### src/rtl/sd_audio_player.sv
// rtl/sd_audio_player.sv - SD sample FIFO to I2S codec player
//
// Purpose: pops 16-bit PCM words from the SD sample FIFO, byte-swaps and
// attenuates them, and serialises them as I2S (BCLK/LRCK/DACDAT). Also
// requests further SD block reads while the FIFO is below the refill level.
//
// Ports:
//   clk, reset       system clock, asynchronous active-high reset
//   enable           play request; low stops after the current frame
//   vol[2:0]         attenuation (arithmetic right shift), sampled per word
//   fifo_rd_dat[15:0] FIFO word, valid one clk after fifo_rdreq
//   fifo_usedw[10:0] FIFO fill level
//   fifo_rdreq       one-clk pop strobe
//   sd_rd            level request for more SD blocks
//   aud_bclk/aud_lrck/aud_dacdat  I2S to the codec (lrck 0 = left)
//   playing          high in PLAY
//   underrun_cnt[7:0] saturating count of starved fetches
module sd_audio_player #(
  parameter int BCLK_HALF    = 16,
  parameter int START_LEVEL  = 1024,
  parameter int REFILL_LEVEL = 1280,
  parameter bit BYTE_SWAP    = 1'b1,
  parameter bit STEREO       = 1'b0
) (
  input  logic        clk,
  input  logic        reset,
  input  logic        enable,
  input  logic [2:0]  vol,
  input  logic [15:0] fifo_rd_dat,
  input  logic [10:0] fifo_usedw,
  output logic        fifo_rdreq,
  output logic        sd_rd,
  output logic        aud_bclk,
  output logic        aud_lrck,
  output logic        aud_dacdat,
  output logic        playing,
  output logic [7:0]  underrun_cnt
);

  localparam int DIV_W = (BCLK_HALF > 1) ? $clog2(BCLK_HALF) : 1;
  localparam logic [DIV_W-1:0] DIV_TC    = DIV_W'(BCLK_HALF - 1);
  localparam logic [10:0]      START_LV  = 11'(START_LEVEL);
  localparam logic [10:0]      REFILL_LV = 11'(REFILL_LEVEL);

  typedef enum logic [1:0] {S_IDLE, S_PRIME, S_PLAY, S_DRAIN} state_t;

  state_t           r_state;
  state_t           w_next;

  logic [DIV_W-1:0] r_div;
  logic [5:0]       r_bit_idx;
  logic [15:0]      r_shift;
  logic [15:0]      r_hold;
  logic             r_lat;
  logic             r_stop;
  logic             r_bclk;
  logic             r_lrck;
  logic             r_dacdat;
  logic             r_rdreq;
  logic             r_sd_rd;
  logic             r_playing;
  logic [7:0]       r_underrun;

  logic             w_tc;
  logic             w_fall;
  logic             w_stop_req;
  logic             w_wrap;
  logic             w_fetch_slot;
  logic             w_usedw_zero;
  logic             w_prime_go;
  logic             w_in_play;
  logic [5:0]       w_bit_nxt;
  logic [15:0]      w_swapped;
  logic [15:0]      w_out;

  assign w_tc         = (r_div == DIV_TC);
  // Fall tick: the clk on which BCLK goes 1->0; everything frame-related steps here.
  assign w_fall       = (r_state == S_PLAY) && w_tc && r_bclk;
  assign w_stop_req   = r_stop || !enable;
  assign w_wrap       = w_fall && (r_bit_idx == 6'd31);
  assign w_usedw_zero = (fifo_usedw == 11'd0);
  // No fetch once a stop is pending: the frame being finished already has its word.
  assign w_fetch_slot = w_fall && !w_stop_req &&
                        ((r_bit_idx == 6'd30) || (STEREO && (r_bit_idx == 6'd14)));
  assign w_bit_nxt    = (r_bit_idx == 6'd31) ? 6'd0 : r_bit_idx + 6'd1;
  assign w_swapped    = BYTE_SWAP ? {fifo_rd_dat[7:0], fifo_rd_dat[15:8]} : fifo_rd_dat;
  assign w_out        = $signed(r_hold) >>> vol;
  assign w_prime_go   = (r_state == S_PRIME) && (w_next == S_PLAY);
  assign w_in_play    = (r_state == S_PLAY) && (w_next == S_PLAY);

  always_ff @(posedge clk or posedge reset) begin
    if (reset) begin
      r_state <= S_IDLE;
    end else begin
      r_state <= w_next;
    end
  end

  always_comb begin
    w_next = r_state;
    case (r_state)
      S_IDLE:  if (enable) w_next = S_PRIME;
      S_PRIME: begin
        if (!enable) w_next = S_IDLE;
        else if (fifo_usedw >= START_LV) w_next = S_PLAY;
      end
      S_PLAY:  if (w_wrap && w_stop_req) w_next = S_DRAIN;
      S_DRAIN: w_next = S_IDLE;
      default: w_next = S_IDLE;
    endcase
  end

  always_ff @(posedge clk or posedge reset) begin
    if (reset) begin
      r_div      <= '0;
      r_bit_idx  <= 6'd0;
      r_shift    <= 16'd0;
      r_hold     <= 16'd0;
      r_lat      <= 1'b0;
      r_stop     <= 1'b0;
      r_bclk     <= 1'b0;
      r_lrck     <= 1'b0;
      r_dacdat   <= 1'b0;
      r_rdreq    <= 1'b0;
      r_sd_rd    <= 1'b0;
      r_playing  <= 1'b0;
      r_underrun <= 8'd0;
    end else begin
      r_sd_rd   <= enable && (fifo_usedw < REFILL_LV);
      r_playing <= (w_next == S_PLAY);
      r_rdreq   <= 1'b0;
      // FIFO data arrives one clk after the pop strobe.
      r_lat     <= r_rdreq;
      if (r_lat) r_hold <= w_swapped;
      // Prefetch the first word so it is ready for bit 1 of the first frame.
      if (w_prime_go) r_rdreq <= !w_usedw_zero;

      if (w_in_play) begin
        r_stop <= w_stop_req;
        r_div  <= w_tc ? '0 : r_div + 1'b1;
        if (w_tc) r_bclk <= !r_bclk;
        if (w_fall) begin
          r_bit_idx <= w_bit_nxt;
          r_lrck    <= w_bit_nxt[4];
          // Bits 1 and 17 carry channel MSBs: data trails lrck by one BCLK.
          if (w_bit_nxt[3:0] == 4'd1) begin
            r_dacdat <= w_out[15];
            r_shift  <= {w_out[14:0], 1'b0};
          end else begin
            r_dacdat <= r_shift[15];
            r_shift  <= {r_shift[14:0], 1'b0};
          end
        end
        if (w_fetch_slot) begin
          if (w_usedw_zero) begin
            r_hold <= 16'd0;
            if (r_underrun != 8'hFF) r_underrun <= r_underrun + 8'd1;
          end else begin
            r_rdreq <= 1'b1;
          end
        end
      end else begin
        // Outside steady play the line is quiet and the frame parks at bit 31,
        // so a new PLAY starts with lrck dropping on its first fall tick.
        r_stop    <= 1'b0;
        r_div     <= '0;
        r_bclk    <= 1'b0;
        r_lrck    <= 1'b0;
        r_dacdat  <= 1'b0;
        r_bit_idx <= 6'd31;
        r_shift   <= 16'd0;
      end
    end
  end

  assign fifo_rdreq   = r_rdreq;
  assign sd_rd        = r_sd_rd;
  assign aud_bclk     = r_bclk;
  assign aud_lrck     = r_lrck;
  assign aud_dacdat   = r_dacdat;
  assign playing      = r_playing;
  assign underrun_cnt = r_underrun;

endmodule

### config.mk
export PLATFORM = sky130hd
export DESIGN_NAME = sd_audio_player
export DESIGN_NICKNAME = d
export VERILOG_FILES = /design/src/rtl/sd_audio_player.sv
export SDC_FILE = /design/constraint.sdc
export NUM_CORES = 1
export LEC_CHECK = 0
export BUFFER_PORTS_ARGS = -buffer_cell sky130_fd_sc_hd__buf_2
export CAP_MARGIN = 20
export CORE_MARGIN = 5
export CORE_UTILIZATION = 40
export DETAILED_ROUTE_END_ITERATION = 8
export HOLD_SLACK_MARGIN = 0.03
export PLACE_DENSITY = 0.7
export SLEW_MARGIN = 0
export SYNTH_ARGS = -nofsm -noshare
export SYNTH_HDL_FRONTEND = slang
export SYNTH_SLANG_ARGS = --single-unit
export TNS_END_PERCENT = 50
### constraint.sdc
create_clock -name clk -period 4.13 [get_ports clk]
set_clock_uncertainty 0.05 [all_clocks]
set_input_delay 0.413 -clock clk [delete_from_list [all_inputs] [get_ports clk]]
set_output_delay 0.413 -clock clk [all_outputs]
set_load 0.02 [all_outputs]
==> metrics.md <==
| Metric | Value |
|---|---|
| Final WL | `approximately 7 mm` |
| Fillers | `740` |
| Setup TNS | `0 ps` |
| Ys Warns | `0` |
| DP Wirelength | `around 4.8 mm` |
| HP Class | `input pin to asynchronous set/reset pin` |
| Initial core utilization | `41.5%` |
| RSZ-0062 raised after global routing | `false` |
| Pleak | `about 0.0017 uW` |
| Core area | `8300 um^2` |
| Worst-case clock buffer depth | `2` |
| Min cycle time layout | `2440 ps` |
| GRT Util Overall | `14.2%` |
| GPL Wtd Cong | `~0.78` |
| CTS Buf Count | `9` |
| Hold Vio Cnt, Final | `0` |
| Synth area leader | `dfrtp_1` |
| Max incr delay on CP | `between 700 and 800 ps` |
| Area Growth Syn to Fin | `12.9%` |
| VDD IR max | `just over 0.3 mV` |
| Critical path arrival | `2620 ps` |
| Resized cells post-CTS | `0` |
| Seq/Total Area, Yosys | `a little over two fifths` |
| Non-Filler Instances | `approximately 460` |
| Cell count after synthesis | `roughly 310` |
| Pwr Total | `1670 uW` |
| Slew headroom | `37.0%` |
| Grt ovf | `0` |
| Clk pin slew, worst setup/hold paths | `80 ps` |
| # IOs | `47` |
| Seq cells post-synth | `a little under 60` |
| Largest net degree at the start of global routing | `60` |
| Synth Flop Type | `dfrtp_1` |
| Initial DRT Pass Iterations | `4` |
| Drt drc | `0` |
| Fin area | `between 3000 and 4000 um^2` |
| Power per Cell Area | `430 nW/um^2` |
| Length in cells of the worst reg-to-reg path | `6` |
| CTS hold repair buffers | `0` |
| Setup-failing EPs final | `0` |
| Cell row count | `33` |
| Maximum capacitance violations | `0` |
| Worst reg2reg path startpoint | `r_div[0]` |
| Yosys top cell area share | `42.9%` |
| CTS Root Cell | `clkbuf_8` |
| Async SR Flop Fraction | `100%` |
| Post-CTS Setup Inserts | `0` |
| Capture point of the worst reg-to-reg path | `underrun_cnt[1]` |
| Syn Area/Cell | `roughly 11 um^2` |
| TritonCTS clock tree | `done` |
| Post-synth top cells | `dfrtp_1, nor2_1, mux2i_1, nand2_1, nor3_1` |
| Worst setup SP type | `flip-flop` |
| Clock sink count | `59` |
| Kind of critical path | `flip-flop to flip-flop` |
| Antenna violations before repair | `0` |
| Crit-path max FO | `25` |
| Initial DRC count | `176` |
| First-pass GRT wire length | `11.9 mm` |
| Drt via density | `5.62` |
| Crit path cell chain | `ha_1 -> and4_1 -> nand4_1 -> nor2_2 -> nand2_1 -> mux2_2` |
| Top cells by area, synth | `dfrtp_1, mux2i_1, mux4_2` |
| Syn_nets | `between 300 and 400` |
| Fmax | `between 400 and 500 MHz` |
| Number of synthesized flops with an enable pin | `0` |
| Synth unique cells | `between 50 and 60` |
| NumNets Final | `392` |
| Placed instance area | `roughly 3700 um^2` |
| Worst slew pin tran | `between 900 and 1000 ps` |
| Critical path capture point type | `flip-flop` |
| Clock H-tree levels | `3` |
| R2r setup slk | `roughly 1700 ps` |
| Port Buf Inserts | `46` |
| Top-count cell post-synth | `dfrtp_1` |
| Diode count | `0` |
| Via count | `approximately 2600` |
| Final antenna-violating net count | `0` |
| Clock latency on the worst-skew pair | `approximately 350 ps` |
| Run status | `complete, no violations` |
| Max-slew violation count | `0` |
| Fin util | `around 47%` |
| Synthesized area | `around 3400 um^2` |
| Die height | `between 100 and 150 um` |
| Placed Instances | `approximately 450` |
| Layout cells sized above 1 | `between 20 and 30%` |
| Crit-path slowest cell | `nor2_2` |
| Vias in the first global route | `between 2000 and 3000` |
| Period utilisation layout | `59.1%` |
| DR WL/cell | `between 10 and 15 um` |
| Die W | `around 100 um` |
| CP Data Required Time | `around 4300 ps` |
| Die area | `about 11000 um^2` |
## routing by layer
layer	vias up	track usage (%)	part of all wire, %
met5	-	0	0
met4	0	4.78	1.2
met3	9	3.99	6.0
met2	80	22.0	46
met1	1266	19.3	47
li1	1252	-	-
## power breakdown
part,internal (uW),switching [uW],total [uW],leakage (uW)
Clock,220,251,470,0.0000896
Sequential,670,124,794,0.000755
Combinational,221,184,404,0.000808
Total,1110,558,1670,0.00165
## registers in the layout (all words and copies together) (netlist names)
signal / cells
underrun_cnt: 8
playing: 1
sd_rd: 1
r_bit_idx: 6
r_stop: 1
aud_dacdat: 1
r_lat: 1
aud_bclk: 1
aud_lrck: 1
r_shift: 15
r_hold: 16
r_state: 2
fifo_rdreq: 1
r_div: 4
## placed cells by master, fill, tap and decap left out, drive strengths merged, types with 2 or more instances in the layout
cell and instances:
o21ai 5, nand3 13, xnor2 6, a31oi 2, and3 5, mux4 12, nor4 12, and3b 2
and2 2, clkbuf 9, and2b 2, nand4 4, nor3 14, a21oi 9, xor2 3, a2111oi 10
nor3b 2, ha 5, nor2 42, a211oi 7, o211ai 3, mux2 3, clkinv 5, nor2b 12
o311ai 2, mux2i 22, nand2 15, buf 50, dfrtp 59, a21boi 2, inv 7
## worst max-delay path: cells and delay by family (launching register included)
kind	cells	cell delay, ps
fa+ha+maj	1	260
simple gates	4	1310
flops	1	390
mux	1	320
## through the flow
step                      hold WS (ps)  setup WS, ps
after floorplan                    393          2150
after global placement             343          1740
after detailed placement           351          1690
after CTS                          236          1690
after global routing               256          1500
final                              207          1690
## kinds of logic after synthesis
logic type | Yosys count | synth area share (%)
DFF | 59 | 42.9
adders and majority gates | 5 | 1.82
and+or+nand+nor | 130 | 19.9
muxes | 37 | 15.8
buffers and inverters | 27 | 4.25
AOI/OAI and AO/OA | 47 | 13.1
xor gates and xnor gates | 9 | 2.29
## how the worst max path moves through the flow
stage / depth (start not counted) / end / slack (ps) / start
2_1_floorplan: 6 / r_shift[6] / 2150 / r_bit_idx[0]
3_3_place_gp: 6 / underrun_cnt[1] / 1740 / fifo_usedw[10]
3_5_place_dp: 6 / underrun_cnt[1] / 1690 / fifo_usedw[10]
4_1_cts: 6 / underrun_cnt[1] / 1690 / r_div[0]
5_1_grt: 6 / underrun_cnt[1] / 1500 / r_div[0]
6_report: 6 / underrun_cnt[1] / 1690 / r_div[0]
## final cells by class
class / instances / area, um^2 / share of cell area [%]
Clock buffer: 9 / 124 / 3.19
Clock inverter: 7 / 52.6 / 1.35
Inverter: 6 / 22.5 / 0.580
Multi-Input combinational cell: 228 / 1820 / 46.8
Sequential cell: 59 / 1480 / 38.0
Tap cell: 105 / 131 / 3.38
Timing Repair Buffer: 50 / 260 / 6.70
(Power assumes the default switching activity.)
